File: config.mk
export PLATFORM = sky130hd
export DESIGN_NAME = mant_div16
export DESIGN_NICKNAME = d
export VERILOG_FILES = /design/src/rtl/mant_div16.sv
export SDC_FILE = /design/constraint.sdc
export NUM_CORES = 1
export LEC_CHECK = 0
export ABC_CLOCK_PERIOD_IN_PS = 2920
export BUFFER_PORTS_ARGS = -buffer_cell sky130_fd_sc_hd__buf_2
export CAP_MARGIN = 20
export CORE_MARGIN = 1
export CORE_UTILIZATION = 40
export DETAILED_ROUTE_END_ITERATION = 12
export SKIP_CTS_REPAIR_TIMING = 1
export SYNTH_ARGS = -nofsm -noshare
export SYNTH_HDL_FRONTEND = slang
export SYNTH_SLANG_ARGS = --single-unit
File: constraint.sdc
create_clock -name clk -period 2.92 [get_ports clk]
set_clock_uncertainty 0.05 [all_clocks]
set_input_delay 0.292 -clock clk [delete_from_list [all_inputs] [get_ports clk]]
set_output_delay 0.292 -clock clk [all_outputs]
set_load 0.1 [all_outputs]
File: src/rtl/mant_div16.sv
// Sequential restoring divider: one quotient bit per clock behind a start/busy/done handshake.
// Define MANT_DIV_STICKY_EN to add the registered sticky (|rem) output.
module mant_div16 #(
  parameter int unsigned WIDTH = 16
) (
  input  logic             clk,
  input  logic             rst_n,
  input  logic             start,
  input  logic [WIDTH-1:0] a,
  input  logic [WIDTH-1:0] b,
  output logic [WIDTH-1:0] quo,
  output logic [WIDTH-1:0] rem,
  output logic             busy,
  output logic             done,
  output logic             div_by_zero
`ifdef MANT_DIV_STICKY_EN
  ,
  output logic             sticky
`endif
);

  localparam int unsigned CW = $clog2(WIDTH + 1);

  typedef enum logic [1:0] {
    S_IDLE,
    S_CALC,
    S_DONE
  } state_t;

  state_t           state_q, state_d;
  logic [CW-1:0]    count_q, count_d;
  logic [WIDTH-1:0] r_q, r_d;
  logic [WIDTH-1:0] q_q, q_d;
  logic [WIDTH-1:0] b_q, b_d;
  logic [WIDTH-1:0] quo_q, quo_d;
  logic [WIDTH-1:0] rem_q, rem_d;
  logic             dbz_q, dbz_d;
  logic [WIDTH:0]   trial;

  always_comb begin
    state_d = state_q;
    count_d = count_q;
    r_d     = r_q;
    q_d     = q_q;
    b_d     = b_q;
    quo_d   = quo_q;
    rem_d   = rem_q;
    dbz_d   = dbz_q;
    // Partial remainder shifted left with the next dividend bit; WIDTH+1 bits keeps the MSB.
    trial   = {r_q, q_q[WIDTH-1]};
    unique case (state_q)
      S_IDLE, S_DONE: begin
        state_d = S_IDLE;
        if (start) begin
          b_d   = b;
          q_d   = a;
          r_d   = '0;
          dbz_d = 1'b0;
          if (b == '0) begin
            state_d = S_DONE;
            count_d = '0;
            quo_d   = '1;
            rem_d   = a;
            dbz_d   = 1'b1;
          end else begin
            state_d = S_CALC;
            count_d = CW'(WIDTH);
          end
        end
      end
      S_CALC: begin
        if (trial >= {1'b0, b_q}) begin
          r_d = WIDTH'(trial - {1'b0, b_q});
          q_d = {q_q[WIDTH-2:0], 1'b1};
        end else begin
          r_d = trial[WIDTH-1:0];
          q_d = {q_q[WIDTH-2:0], 1'b0};
        end
        count_d = count_q - CW'(1);
        if (count_q == CW'(1)) begin
          state_d = S_DONE;
          quo_d   = q_d;
          rem_d   = r_d;
        end
      end
      default: state_d = S_IDLE;
    endcase
  end

  always_ff @(posedge clk) begin
    if (!rst_n) begin
      state_q <= S_IDLE;
      count_q <= '0;
      r_q     <= '0;
      q_q     <= '0;
      b_q     <= '0;
      quo_q   <= '0;
      rem_q   <= '0;
      dbz_q   <= 1'b0;
    end else begin
      state_q <= state_d;
      count_q <= count_d;
      r_q     <= r_d;
      q_q     <= q_d;
      b_q     <= b_d;
      quo_q   <= quo_d;
      rem_q   <= rem_d;
      dbz_q   <= dbz_d;
    end
  end

`ifdef MANT_DIV_STICKY_EN
  logic sticky_q;

  // rem_d holds a on divide by zero, so |rem_d also covers the |a case.
  always_ff @(posedge clk) begin
    if (!rst_n) sticky_q <= 1'b0;
    else        sticky_q <= |rem_d;
  end

  assign sticky = sticky_q;
`endif

  assign quo         = quo_q;
  assign rem         = rem_q;
  assign div_by_zero = dbz_q;
  assign busy        = (state_q == S_CALC);
  assign done        = (state_q == S_DONE);

endmodule

==> impl_metrics.env <==
export IMPL_outcome="finished, final reports clean"
export IMPL_power_density_mw_per_mm2=741
export IMPL_worst_pin_slew_ns=1.03
export IMPL_min_from="b[14]"
export IMPL_cp_start_kind="flop"
export IMPL_relSlewSlack=0.313
export IMPL_power_static_leakage_nw=2.32
export IMPL_cp_data_required_time_ns=3.11
export IMPL_grt_start_max_net_pins=56
export IMPL_ys_warnings_count=0
export IMPL_power_mw=4.10
export IMPL_cap_violations=0
export IMPL_combPwrFrac=0.346
export IMPL_nFillCells=1156
export IMPL_cts_tree="built"
export IMPL_dp_slack_ns=0.0740
export IMPL_die_h_um=110
export IMPL_wl_um=13300
export IMPL_io_buffers=69
export IMPL_synth_edff_count=0
export IMPL_clk_latency_ns=0.36
export IMPL_finalCritPeriodShare=0.947
export IMPL_core_area_mm2=0.0114
export IMPL_grt_pass1_wl_um=21600
export IMPL_grt_ovfl_total=0
export IMPL_hp_class="in2reg"
export IMPL_hpwl_um=9680
export IMPL_cp_end_kind="flop"
export IMPL_cts_root_buf="clkbuf_16"
export IMPL_row_count=39
export IMPL_maxSlewViolCount=0
export IMPL_final_area_mm2=0.00554
export IMPL_finalSetupViolCount=0
export IMPL_peakVddDrop_uv=415
export IMPL_final_nets=702
export IMPL_synth_top_area_share=0.377
export IMPL_diodes=0
export IMPL_ys_seq_area_frac=0.377
export IMPL_ys_seq_elements=88
export IMPL_synth_cells=589
export IMPL_fin_crit_ns=2.76
export IMPL_netlist_area_mm2=0.00468
export IMPL_grt_total_usage=0.234
export IMPL_drt_wirelength_per_cell_um=16.7
export IMPL_ant_nets=0
export IMPL_power_internal_mw=2.59
export IMPL_cts_sinks=88
export IMPL_die_w_um=110
export IMPL_drc_errors=0
export IMPL_antenna_found_initial=1
export IMPL_clock_power_share=0.324
export IMPL_whs_ns=0.135
export IMPL_first_pass_iters=5
export IMPL_worstReg2RegEnd="rem[7]"
export IMPL_dp_cells=778
export IMPL_placed_area_mm2=0.00518
export IMPL_synth_cell_types=67
export IMPL_cts_made_buffers=9
export IMPL_switching_share=0.368
export IMPL_rsz0062_at_grt="false"
export IMPL_layout_drive_gt1_share=0.205
export IMPL_syn_num_nets=643
export IMPL_hold_viol=0
export IMPL_clkTransAtPathRegs_ns=0.07
export IMPL_r2r_setup_slack_ns=0.16
export IMPL_reg2reg_from="r_q[7]"
export IMPL_final_util=0.485
export IMPL_synth_avg_cell_area_um2=7.94
export IMPL_cts_htree_levels=3
export IMPL_max_freq_mhz=362
export IMPL_critical_path_class="reg2reg"
export IMPL_routabilityCongestion=0.908
export IMPL_clockBufferDepth=2
export IMPL_synth_top_cells_by_area="dfxtp_1, nand2_1, a21oi_1, ha_1, nor2_1"
export IMPL_whs_endpoint="b_q[14]"
export IMPL_synth_flop_cell="dfxtp_1"
export IMPL_setup_ws_ns=0.155
export IMPL_io_pins=70
export IMPL_ff2ff_path_depth=9
export IMPL_critical_path_peak_fanout=7
export IMPL_initial_core_util=0.410
export IMPL_grt_pass1_vias=4251
export IMPL_synth_async_reset_ratio=0
export IMPL_whs_path_depth=3
export IMPL_pwr_share_seq=0.330
export IMPL_fin_cells=796
export IMPL_p_switching_mw=1.51
export IMPL_drt_iter0_markers=251
export IMPL_synth_top_cell_by_area="dfxtp_1"
export IMPL_setup_tns_ns=0
export IMPL_dieArea_mm2=0.0121
export IMPL_vias_per_cell=5.69
export IMPL_worstPathArrival_ns=2.96
export IMPL_via_count=4526
export IMPL_area_delta_synth_final_pct=18.5
==> layout by cell type, fill, tap and decap left out, types with 6 or more instances in the layout <==
master      n
a21o_1      9
nor3_1     27
dfxtp_1    88
nand2_1    95
a311oi_1   11
o211ai_1   10
nand3_1    18
and3_1      9
ha_1       18
o21ai_0    30
buf_2      68
xnor2_1     6
o221a_2     7
nor2_1     53
a31oi_1    10
buf_4      18
a21oi_1    45
and2_1      7
nor4_1      6
inv_1      25
clkbuf_16   9
==> area by class of cell <==
class                           instances  area (um2)  area share
Tap cell                              143         179      0.0323
Sequential cell                        88        1760       0.318
Multi-Input combinational cell        437        2670       0.482
Timing Repair Buffer                   87         495      0.0894
Clock buffer                           11         253      0.0456
Inverter                               25        93.8      0.0169
Clock inverter                          5        86.3      0.0156
==> cells in the mapped netlist, drive strengths merged, types with 6 or more instances <==
cell,number
a21o,9
nor4,7
a31oi,10
dfxtp,88
a211oi,7
inv,25
o221a,7
nor2,54
nand3,18
nor3,27
nand2,97
a311oi,11
o21ai,33
and3,9
ha,18
buf,12
xnor2,6
clkbuf,27
a21oi,46
o211ai,11
and2,7
==> worst max path at each step <==
stage,slack [ns],to,cells past startpoint,start
after floorplan,0.40,r_q[12],11,q_q[15]
after CTS,0.03,rem[14],9,b_q[2]
after detailed placement,0.07,rem[14],9,b_q[2]
after global placement,0.11,rem[14],9,b_q[2]
final,0.16,rem[7],9,r_q[7]
after global routing,0.002,r_q[3],9,r_q[8]
==> critical path, stage by stage (launching register included) <==
cell and delay (ns):
dfxtp_1 0.43, ha_1 0.33, a21o_1 0.21, o21bai_1 0.18, a31o_1 0.28, o31a_1 0.37
buf_4 0.19, o211ai_1 0.23, nand3_1 0.13, a32o_1 0.23
==> logic make-up (layout without fill, tap and decap cells) <==
kind of cell / count (synthesis) / count (layout) / share of synthesized area
fa+ha+maj: 19 / 19 / 0.0524
mux: 4 / 4 / 0.00856
flops: 88 / 88 / 0.377
simple gates: 239 / 239 / 0.233
buf+inv: 64 / 128 / 0.0554
xor+xnor: 11 / 11 / 0.0206
compound gates: 164 / 164 / 0.253
==> power groups by stage <==
stage | clock network (mW) | logic, mW | registers, mW
global route | 1.41 | 1.55 | 1.36
CTS | 1.35 | 1.38 | 1.35
finish | 1.33 | 1.42 | 1.35
global placement | 0 | 1.36 | 1.38
floorplan | 0 | 0.983 | 1.44
detailed placement | 0 | 1.37 | 1.38
==> registers in the layout, summed over array words and instances (netlist names) <==
register,count
r_q,16
b_q,16
count_q,5
rem,16
quo,16
div_by_zero,1
q_q,16
state_q,2
==> layer usage <==
metal | vias to the layer above | track usage | part of all wire
met4 | 0 | 0.0865 | 0.013
met1 | 2130 | 0.322 | 0.49
met2 | 151 | 0.362 | 0.44
met3 | 13 | 0.0476 | 0.062
li1 | 2232 | - | -
met5 | - | 0 | 0
(Power assumes the default switching activity.)
